### src/rtl/mips_ctrl_pkg.sv
// Shared definitions for the multicycle MIPS main control FSM: state
// encodings, supported opcodes, datapath select encodings and the packed
// control vector that the decoder hands to the top level.
package mips_ctrl_pkg;

  // FSM states; the numeric values are visible on state_o for debug.
  typedef enum logic [3:0] {
    S_FETCH    = 4'd0,
    S_DECODE   = 4'd1,
    S_MEM_ADDR = 4'd2,
    S_MEM_RD   = 4'd3,
    S_MEM_WB   = 4'd4,
    S_MEM_WR   = 4'd5,
    S_R_EXEC   = 4'd6,
    S_R_WB     = 4'd7,
    S_I_EXEC   = 4'd8,
    S_I_WB     = 4'd9,
    S_BRANCH   = 4'd10,
    S_JUMP     = 4'd11
  } state_e;

  // Instruction[31:26] values understood by this controller.
  localparam logic [5:0] OP_RTYPE = 6'b000000;
  localparam logic [5:0] OP_LW    = 6'b100011;
  localparam logic [5:0] OP_SW    = 6'b101011;
  localparam logic [5:0] OP_BEQ   = 6'b000100;
  localparam logic [5:0] OP_J     = 6'b000010;
  localparam logic [5:0] OP_ADDI  = 6'b001000;

  // ALUOp encodings, shared with ALUcontrol.
  localparam logic [1:0] ALUOP_ADD   = 2'b00;
  localparam logic [1:0] ALUOP_SUB   = 2'b01;
  localparam logic [1:0] ALUOP_FUNCT = 2'b10;

  // ALU B-operand mux selects.
  localparam logic [1:0] SRCB_B       = 2'b00;
  localparam logic [1:0] SRCB_FOUR    = 2'b01;
  localparam logic [1:0] SRCB_IMM     = 2'b10;
  localparam logic [1:0] SRCB_IMM_SH2 = 2'b11;

  // ALU A-operand mux selects.
  localparam logic SRCA_PC = 1'b0;
  localparam logic SRCA_A  = 1'b1;

  // PC source mux selects.
  localparam logic [1:0] PCSRC_ALU    = 2'b00;
  localparam logic [1:0] PCSRC_ALUOUT = 2'b01;
  localparam logic [1:0] PCSRC_JUMP   = 2'b10;

  // Every mux select and enable the FSM drives into the datapath.
  typedef struct packed {
    logic       pc_write_cond;
    logic       pc_write;
    logic       iord;
    logic       mem_read;
    logic       mem_write;
    logic       mem_to_reg;
    logic       ir_write;
    logic [1:0] pc_source;
    logic [1:0] alu_op;
    logic [1:0] alu_src_b;
    logic       alu_src_a;
    logic       reg_write;
    logic       reg_dst;
  } ctrl_t;

  // All enables off, all selects zero.
  localparam ctrl_t CTRL_IDLE = '{default: '0};

  // True for opcodes that have an execution path through the FSM.
  function automatic logic is_supported_op(input logic [5:0] op);
    logic ok;
    case (op)
      OP_RTYPE, OP_LW, OP_SW, OP_BEQ, OP_J, OP_ADDI: ok = 1'b1;
      default:                                       ok = 1'b0;
    endcase
    return ok;
  endfunction

  // True for the final state of an instruction; leaving it for FETCH
  // means one instruction has retired.
  function automatic logic is_retire_state(input state_e st);
    logic r;
    case (st)
      S_MEM_WB, S_MEM_WR, S_R_WB, S_I_WB, S_BRANCH, S_JUMP: r = 1'b1;
      default:                                              r = 1'b0;
    endcase
    return r;
  endfunction

endpackage

### src/rtl/mips_ctrl_decode.sv
// Combinational control-vector decoder: turns the current FSM state (and
// mem_ready, which gates the instruction fetch strobes) into every mux
// select and write enable of the multicycle datapath.
module mips_ctrl_decode
  import mips_ctrl_pkg::*;
(
  input  state_e state_i,
  input  logic   mem_ready_i,
  output ctrl_t  ctrl_o
);

  // Per-state control vector; anything a state does not mention stays 0.
  always_comb begin
    ctrl_o = CTRL_IDLE;
    case (state_i)
      S_FETCH: begin
        // PC+4 is computed every FETCH cycle but only committed, together
        // with the IR load, in the cycle memory returns the instruction.
        ctrl_o.mem_read  = 1'b1;
        ctrl_o.iord      = 1'b0;
        ctrl_o.alu_src_a = SRCA_PC;
        ctrl_o.alu_src_b = SRCB_FOUR;
        ctrl_o.alu_op    = ALUOP_ADD;
        ctrl_o.pc_source = PCSRC_ALU;
        ctrl_o.ir_write  = mem_ready_i;
        ctrl_o.pc_write  = mem_ready_i;
      end
      S_DECODE: begin
        // Speculative branch target into ALUOut.
        ctrl_o.alu_src_a = SRCA_PC;
        ctrl_o.alu_src_b = SRCB_IMM_SH2;
        ctrl_o.alu_op    = ALUOP_ADD;
      end
      S_MEM_ADDR: begin
        ctrl_o.alu_src_a = SRCA_A;
        ctrl_o.alu_src_b = SRCB_IMM;
        ctrl_o.alu_op    = ALUOP_ADD;
      end
      S_MEM_RD: begin
        ctrl_o.mem_read = 1'b1;
        ctrl_o.iord     = 1'b1;
      end
      S_MEM_WB: begin
        ctrl_o.reg_write  = 1'b1;
        ctrl_o.mem_to_reg = 1'b1;
        ctrl_o.reg_dst    = 1'b0;
      end
      S_MEM_WR: begin
        ctrl_o.mem_write = 1'b1;
        ctrl_o.iord      = 1'b1;
      end
      S_R_EXEC: begin
        ctrl_o.alu_src_a = SRCA_A;
        ctrl_o.alu_src_b = SRCB_B;
        ctrl_o.alu_op    = ALUOP_FUNCT;
      end
      S_R_WB: begin
        ctrl_o.reg_write  = 1'b1;
        ctrl_o.mem_to_reg = 1'b0;
        ctrl_o.reg_dst    = 1'b1;
      end
      S_I_EXEC: begin
        ctrl_o.alu_src_a = SRCA_A;
        ctrl_o.alu_src_b = SRCB_IMM;
        ctrl_o.alu_op    = ALUOP_ADD;
      end
      S_I_WB: begin
        ctrl_o.reg_write  = 1'b1;
        ctrl_o.mem_to_reg = 1'b0;
        ctrl_o.reg_dst    = 1'b0;
      end
      S_BRANCH: begin
        ctrl_o.alu_src_a     = SRCA_A;
        ctrl_o.alu_src_b     = SRCB_B;
        ctrl_o.alu_op        = ALUOP_SUB;
        ctrl_o.pc_write_cond = 1'b1;
        ctrl_o.pc_source     = PCSRC_ALUOUT;
      end
      S_JUMP: begin
        ctrl_o.pc_write  = 1'b1;
        ctrl_o.pc_source = PCSRC_JUMP;
      end
      default: begin
        ctrl_o = CTRL_IDLE;
      end
    endcase
  end

endmodule

### src/rtl/mips_multicycle_ctrl.sv
// Main control FSM of the multicycle MIPS datapath. Holds the state register,
// the opcode/mem_ready driven next-state logic and the retired-instruction
// counter; the control vector itself comes from mips_ctrl_decode. All
// enables are forced off while rst_n is low so nothing reaches the datapath
// during reset.
module mips_multicycle_ctrl
  import mips_ctrl_pkg::*;
#(
  parameter int CNT_W = 32
) (
  input  logic             clk,
  input  logic             rst_n,
  input  logic [5:0]       opcode,
  input  logic             mem_ready,
  output logic             PCWriteCond,
  output logic             PCWrite,
  output logic             IorD,
  output logic             MemRead,
  output logic             MemWrite,
  output logic             MemtoReg,
  output logic             IRWrite,
  output logic [1:0]       PCSource,
  output logic [1:0]       ALUOp,
  output logic [1:0]       ALUSrcB,
  output logic             ALUSrcA,
  output logic             RegWrite,
  output logic             RegDst,
  output logic             illegal_op,
  output logic [3:0]       state_o,
  output logic [CNT_W-1:0] retired
);

  localparam logic [CNT_W-1:0] CNT_ONE = {{(CNT_W-1){1'b0}}, 1'b1};

  state_e           state_q, state_d;
  logic [CNT_W-1:0] retired_q, retired_d;
  ctrl_t            ctrl_s;
  ctrl_t            ctrl_out_s;
  logic             illegal_s;
  logic             illegal_out_s;

  mips_ctrl_decode u_decode (
    .state_i     (state_q),
    .mem_ready_i (mem_ready),
    .ctrl_o      (ctrl_s)
  );

  // Next state: opcode is only consulted in DECODE and MEM_ADDR (IR held),
  // mem_ready only in the memory states FETCH, MEM_RD and MEM_WR.
  always_comb begin
    state_d   = state_q;
    illegal_s = 1'b0;
    case (state_q)
      S_FETCH: begin
        if (mem_ready) state_d = S_DECODE;
        else           state_d = S_FETCH;
      end
      S_DECODE: begin
        case (opcode)
          OP_LW, OP_SW: state_d = S_MEM_ADDR;
          OP_RTYPE:     state_d = S_R_EXEC;
          OP_ADDI:      state_d = S_I_EXEC;
          OP_BEQ:       state_d = S_BRANCH;
          OP_J:         state_d = S_JUMP;
          default: begin
            // PC already advanced in FETCH, so simply skip the instruction.
            state_d   = S_FETCH;
            illegal_s = 1'b1;
          end
        endcase
      end
      S_MEM_ADDR: begin
        // Only lw/sw reach here; anything else falls back to FETCH.
        if (opcode == OP_SW)      state_d = S_MEM_WR;
        else if (opcode == OP_LW) state_d = S_MEM_RD;
        else                      state_d = S_FETCH;
      end
      S_MEM_RD: begin
        if (mem_ready) state_d = S_MEM_WB;
        else           state_d = S_MEM_RD;
      end
      S_MEM_WR: begin
        if (mem_ready) state_d = S_FETCH;
        else           state_d = S_MEM_WR;
      end
      S_R_EXEC: state_d = S_R_WB;
      S_I_EXEC: state_d = S_I_WB;
      S_MEM_WB, S_R_WB, S_I_WB, S_BRANCH, S_JUMP: state_d = S_FETCH;
      default:  state_d = S_FETCH;
    endcase
  end

  // Retire count: one per completed instruction returning to FETCH.
  always_comb begin
    if (state_d == S_FETCH && is_retire_state(state_q)) begin
      retired_d = retired_q + CNT_ONE;
    end else begin
      retired_d = retired_q;
    end
  end

  // State register and counter, both cleared asynchronously.
  always_ff @(posedge clk or negedge rst_n) begin
    if (!rst_n) begin
      state_q   <= S_FETCH;
      retired_q <= '0;
    end else begin
      state_q   <= state_d;
      retired_q <= retired_d;
    end
  end

  // Force every enable and select to 0 while reset is held.
  always_comb begin
    if (!rst_n) begin
      ctrl_out_s    = CTRL_IDLE;
      illegal_out_s = 1'b0;
    end else begin
      ctrl_out_s    = ctrl_s;
      illegal_out_s = illegal_s;
    end
  end

  assign PCWriteCond = ctrl_out_s.pc_write_cond;
  assign PCWrite     = ctrl_out_s.pc_write;
  assign IorD        = ctrl_out_s.iord;
  assign MemRead     = ctrl_out_s.mem_read;
  assign MemWrite    = ctrl_out_s.mem_write;
  assign MemtoReg    = ctrl_out_s.mem_to_reg;
  assign IRWrite     = ctrl_out_s.ir_write;
  assign PCSource    = ctrl_out_s.pc_source;
  assign ALUOp       = ctrl_out_s.alu_op;
  assign ALUSrcB     = ctrl_out_s.alu_src_b;
  assign ALUSrcA     = ctrl_out_s.alu_src_a;
  assign RegWrite    = ctrl_out_s.reg_write;
  assign RegDst      = ctrl_out_s.reg_dst;
  assign illegal_op  = illegal_out_s;
  assign state_o     = state_q;
  assign retired     = retired_q;

endmodule

### config.mk
export PLATFORM = sky130hd
export DESIGN_NAME = mips_multicycle_ctrl
export DESIGN_NICKNAME = d
export VERILOG_FILES = /design/src/rtl/mips_ctrl_pkg.sv /design/src/rtl/mips_ctrl_decode.sv /design/src/rtl/mips_multicycle_ctrl.sv
export SDC_FILE = /design/constraint.sdc
export NUM_CORES = 1
export LEC_CHECK = 0
export CAP_MARGIN = 20
export CORE_ASPECT_RATIO = 0.5
export CORE_UTILIZATION = 53
export CTS_BUF_LIST = sky130_fd_sc_hd__clkbuf_4 sky130_fd_sc_hd__clkbuf_8
export CTS_CLUSTER_DIAMETER = 50
export DETAILED_ROUTE_END_ITERATION = 16
export PLACE_DENSITY = 0.9
export SLEW_MARGIN = 20
export SYNTH_ARGS = -nofsm -noshare
export SYNTH_HDL_FRONTEND = slang
export SYNTH_SLANG_ARGS = --single-unit
### constraint.sdc
create_clock -name clk -period 3.35 [get_ports clk]
set_input_delay 1.005 -clock clk [delete_from_list [all_inputs] [get_ports clk]]
set_output_delay 1.005 -clock clk [all_outputs]
set_load 0.1 [all_outputs]
; Yosys cells after proc, flatten, opt, wreduce, memory -nomap -nowiden
; Index checks and enable logic that the tools add are counted.
; Widths: inputs -> output; s select.
[word_totals]
regBits = 36
inputBits = 9
out_inout_bits = 53
elab_cells = 52
[op_classes]
n_addsub = 1
eq_ne = 16
muxes = 22
n_reduce_logical = 11
[ops]
columns = operator, count
row1 = $add 32x1->32 const B, 1
row2 = $pmux 4 s7, 1
row3 = $pmux 5 s5, 1
row4 = $pmux 4 s5, 1
row5 = $eq 4x3->1 const B, 4
row6 = $eq 4x4->1 const B, 4
row7 = $mux 16, 1
row8 = $eq 6x6->1 const B, 2
row9 = $reduce_or 6->1, 2
row10 = $mux 1, 11
row11 = $reduce_or 2->1, 5
row12 = $mux 3, 3
row13 = $eq 4x2->1 const B, 2
row14 = $logic_not 4->1, 2
row15 = $pmux 2 s2, 2
row16 = $eq 6x2->1 const B, 1
row17 = $eq 6x3->1 const B, 1
row18 = $eq 6x4->1 const B, 1
row19 = $logic_not 6->1, 1
row20 = $eq 4x1->1 const B, 1
row21 = $mux 2, 1
row22 = $pmux 1 s2, 1
row23 = $logic_and 1x1->1, 1

; Depth between registers and ports, before layout
[logic_depth]
word_depth = 6
depth_mapped = 9

; Modules after synthesis
; A second synthesis with hierarchy kept.
[unflattened]
cells_unflattened = 259
area_unflattened_um2 = 2341.0
[by_module_without_submodules]
columns = module, instances, cells_each, area_per_inst_um2, seq_area_each_um2
row1 = mips_multicycle_ctrl, 1, 225, 2139.6, 900.9
row2 = mips_ctrl_decode, 1, 34, 201.4, 0.0

; Least setup slack after synthesis
; OpenSTA, ideal clock, no wires.
[synth_timing]
path_type = flip-flop to output port
from = reg state_q[3], in the netlist state_o[3]
to = out PCWrite
arrival_time_ns = 5.218
required_ns = 2.345
path_slack_ns = -2.873
path_stages_with_launch = 6
cell_sequence = dfrtp_1 buf_6 nor2_1 nand2_1 nor4b_1 or2_2
[synth_via]
elab_chain_len = 3
elab_cells_between_ends = 4
classes_between = eq/ne: 1 / mux: 2 / reduce/logical: 1
[synth_rtl]
columns = item, line
row1 = start: declaration, mips_multicycle_ctrl.sv:35  ; state_e state_q, state_d;
row2 = start signal: assignment, mips_multicycle_ctrl.sv:108  ; state_q <= state_d;
row3 = $eq 4x4->1 / $logic_not 4->1 (equally long branches), mips_ctrl_decode.sv:15  ; case (state_i)
row4 = $pmux 1 s2 (*), mips_ctrl_decode.sv:15
row5 = $mux 16 (*), mips_multicycle_ctrl.sv:115  ; if (!rst_n) begin
row6 = end: declaration, mips_multicycle_ctrl.sv:16  ; output logic PCWrite,
; Every way passes the cells marked *; elsewhere a longest branch is shown, timed or not.

; Worst setup path after layout
[layout_timing]
from = in opcode[4]
to = out illegal_op
[layout_via]
elab_chain_len = 5
elab_cells_between_ends = 10
classes_between = eq/ne: 5 / mux: 3 / reduce/logical: 2
[layout_rtl]
columns = item, line
row1 = start: declaration, mips_multicycle_ctrl.sv:13  ; input logic [5:0] opcode,
row2 = $eq 6x6->1 (tied with other cells), mips_multicycle_ctrl.sv:59  ; case (opcode)
row3 = $reduce_or 6->1 (no line) (*), n/a
row4 = $mux 1 (*), mips_multicycle_ctrl.sv:59
row5 = $mux 1 (*), mips_multicycle_ctrl.sv:53  ; case (state_q)
row6 = $mux 1 (*), mips_multicycle_ctrl.sv:115
row7 = end: declaration, mips_multicycle_ctrl.sv:28  ; output logic illegal_op,
; Marked as above.

==> reports/results.ini <==
[run_status]
status = completed

[sta]
worst_pin_slew_ps = 647
fin_crit_ps = 3250
hold_violations = 0
fmax_mhz = 307
rsz0062_at_grt = false
slew_headroom_pct = 56.5
clock_skew_ps = 9.06
fin_crit_sh_pct = 97.1
setup_violations = 0
final-max-slew-violation-count = 0

[critical_path]
cp_max_fo = 2
cp.required_ps = 2340
worst-path-buf-inv = 2
crit_arrival_ps = 2250
crit_chain = buf_6 -> or3_4 -> or4_4 -> o21ai_4 -> nor4_4 -> buf_12
cp-start-kind = input pin
crit_family = simple AND/OR/NAND/NOR gates
cp_slowest_cell = or4_4
crit_type = in2out
ff2ff_setup_slack_ps = 1010
end_kind = primary output
slowest_delay_ps = 450

[synth]
synth_seq_cells = 36
synth_area_leaders = dfrtp_1, xnor2_1, xor2_1
syn_avg_cell_area_um2 = 9.81
ys_seq_area_share_pct = 41.9
synth_fp_nets = 229
syn-instance-count = 219
yosysTopAreaCell = dfrtp_1
ys_types = 45
synth_area_um2 = 2150
yosysWarnings = 0
synth_top_area_share_pct = 41.9

[route]
wl_mm = 5.97
antenna_left = 0
routed_via_density = 5.73
post_drt_wl_per_cell_um = 17.1
drc_errors = 0
drt_first_pass_iters = 4
vias = 2001
drt_iter0_drc = 123

[job]
max-cap-violations = 0

[global_route]
grt_pass1_wl_mm = 9.22
grtUsageTotal_pct = 29.2
grt_max_degree = 34
antenna_found_initial = 0
grt_overflow = 0
grt_pass1_vias = 1867

[layout]
drive_gt1_share_pct = 42.6
area_growth_pct = 48.4
num-fill-cells = 187
multiInputGateArea_um2 = 1290
finalNetCount = 307
seqCellArea_um2 = 911
final_util_pct = 87.6
fin_area_um2 = 3190
antennaDiodeCount = 0

[floorplan]
die_width_um = 92.0
num_rows = 15
die_h_um = 47.0
io-pin-count = 62
initial_utilization_pct = 59.0
core-area_um2 = 3640
dieArea_um2 = 4330

[clock_network]
cts_hold_buffers = 0
path_clk_slew_ps = 70
cts_num_sinks = 36
cts_buffer_depth = 2
root_buffer = clkbuf_8
htreeDepth = 2
cts_tree = built
clkLatencyLatePin_ps = 300
cts_buffers = 5

[placed_design]
portBuffers = 61
place_area_um2 = 3050
place.detailed.hpwl_mm = 4.09
place_congestion = 0.798

[power]
vdd_drop_max_mv = 0.713
powerDensity_nw_per_um2 = 415
leakage_nw = 1.40
p_total_w = 0.00132

[hold_path]
hold_path_class = reg2reg

-- power by group --
group / leakage (nW) / total (W) / internal [W] / switching, W
Sequential: 0.480 / 0.000496 / 0.000456 / 0.0000401
Clock: 0.0479 / 0.000348 / 0.000175 / 0.000172
Combinational: 0.873 / 0.000480 / 0.000138 / 0.000342
-- flip-flops by register name (all words and copies together) (netlist names) --
signal	count
retired	32
state_o	4
-- cells in the final DEF (no fill, tap or decap), types with 9 or more instances in the layout --
cell | synthesis | routed
buf_4 | 1 | 52
dfrtp_1 | 36 | 32
nand2_1 | 23 | 22
xnor2_1 | 22 | 22
buf_12 | 0 | 17
nand3_1 | 14 | 14
nor2_2 | 2 | 11
xor2_1 | 11 | 11
nand4_1 | 10 | 10
nor2_1 | 19 | 9
-- final timing paths --
check                              end  cells after the start        start
setup / recovery            illegal_op                      6    opcode[4]
hold / removal             retired[31]                      1  retired[31]
setup reg to reg           retired[28]                      7   retired[0]
hold reg to reg            retired[31]                      1  retired[31]
max in group asynchronous   state_o[0]                      2        rst_n
min in group asynchronous   state_o[3]                      2        rst_n
-- logic make-up (layout without fill, tap and decap cells) --
group | count (synthesis) | count (layout) | synth area share (%)
flops | 36 | 36 | 41.9
fa+ha+maj | 1 | 1 | 0.582
mux | 4 | 4 | 2.04
simple gates | 118 | 118 | 33.2
xor+xnor | 33 | 33 | 13.5
compound gates | 14 | 14 | 4.72
buf+inv | 13 | 92 | 4.08
-- worst reg2reg max path, delay by kind of cell, from the launching register on --
| family | cells | cell delay, ps |
|---|---|---|
| and+or+nand+nor | 5 | 1450 |
| DFF | 1 | 420 |
| adders and majority gates | 1 | 220 |
| xor gates and xnor gates | 1 | 160 |
-- Yosys cell counts (all sizes together) --
master and number:
a211o 1, a21oi 2, a22o 1, a22oi 1, a31o 1, and2 3, and3 4, and4 2
buf 7, dfrtp 36, ha 1, inv 6, mux2 3, mux2i 1, nand2 23, nand2b 4
nand3 14, nand4 10, nand4b 1, nor2 21, nor2b 3, nor3 12, nor3b 5, nor4 8
nor4b 2, o21a 1, o21ai 6, o22ai 1, or2 3, or3 2, or4 1, xnor2 22
xor2 11
-- layer usage --
metal	routed length, um	up-vias	track usage, %
met4	103	0	15.3
met1	2540	997	35.7
met3	257	14	5.83
li1	-	922	-
met2	3070	68	52.1
met5	0	-	0
-- area by class of cell --
class / count / share of cell area, %
clock buffers: 7 / 2.83
clock inverters: 1 / 0.235
inverters: 6 / 0.785
multi-input cells: 170 / 40.3
flip-flops and latches: 36 / 28.6
well taps: 51 / 2.00
repair buffers: 78 / 25.2
-- through the flow --
stage,std cells,setup WS (ps),setup TNS [ps],hold slack (ps)
final,349,96.7,0,471
after global routing,349,62.9,0,496
after floorplan,219,-317,-405,709
after CTS,349,-21.3,-21.3,479
after global placement,338,-271,-271,461
after detailed placement,338,-302,-302,466
-- timing repair --
| action | in CTS | in global routing |
|---|---|---|
| setup endpoints to repair | 1 | 1 |
| pin swaps | 4 | 1 |
| setup buffers | 3 | 0 |
| resized for setup | 22 | 0 |
Power figures use the tool's default switching activity.
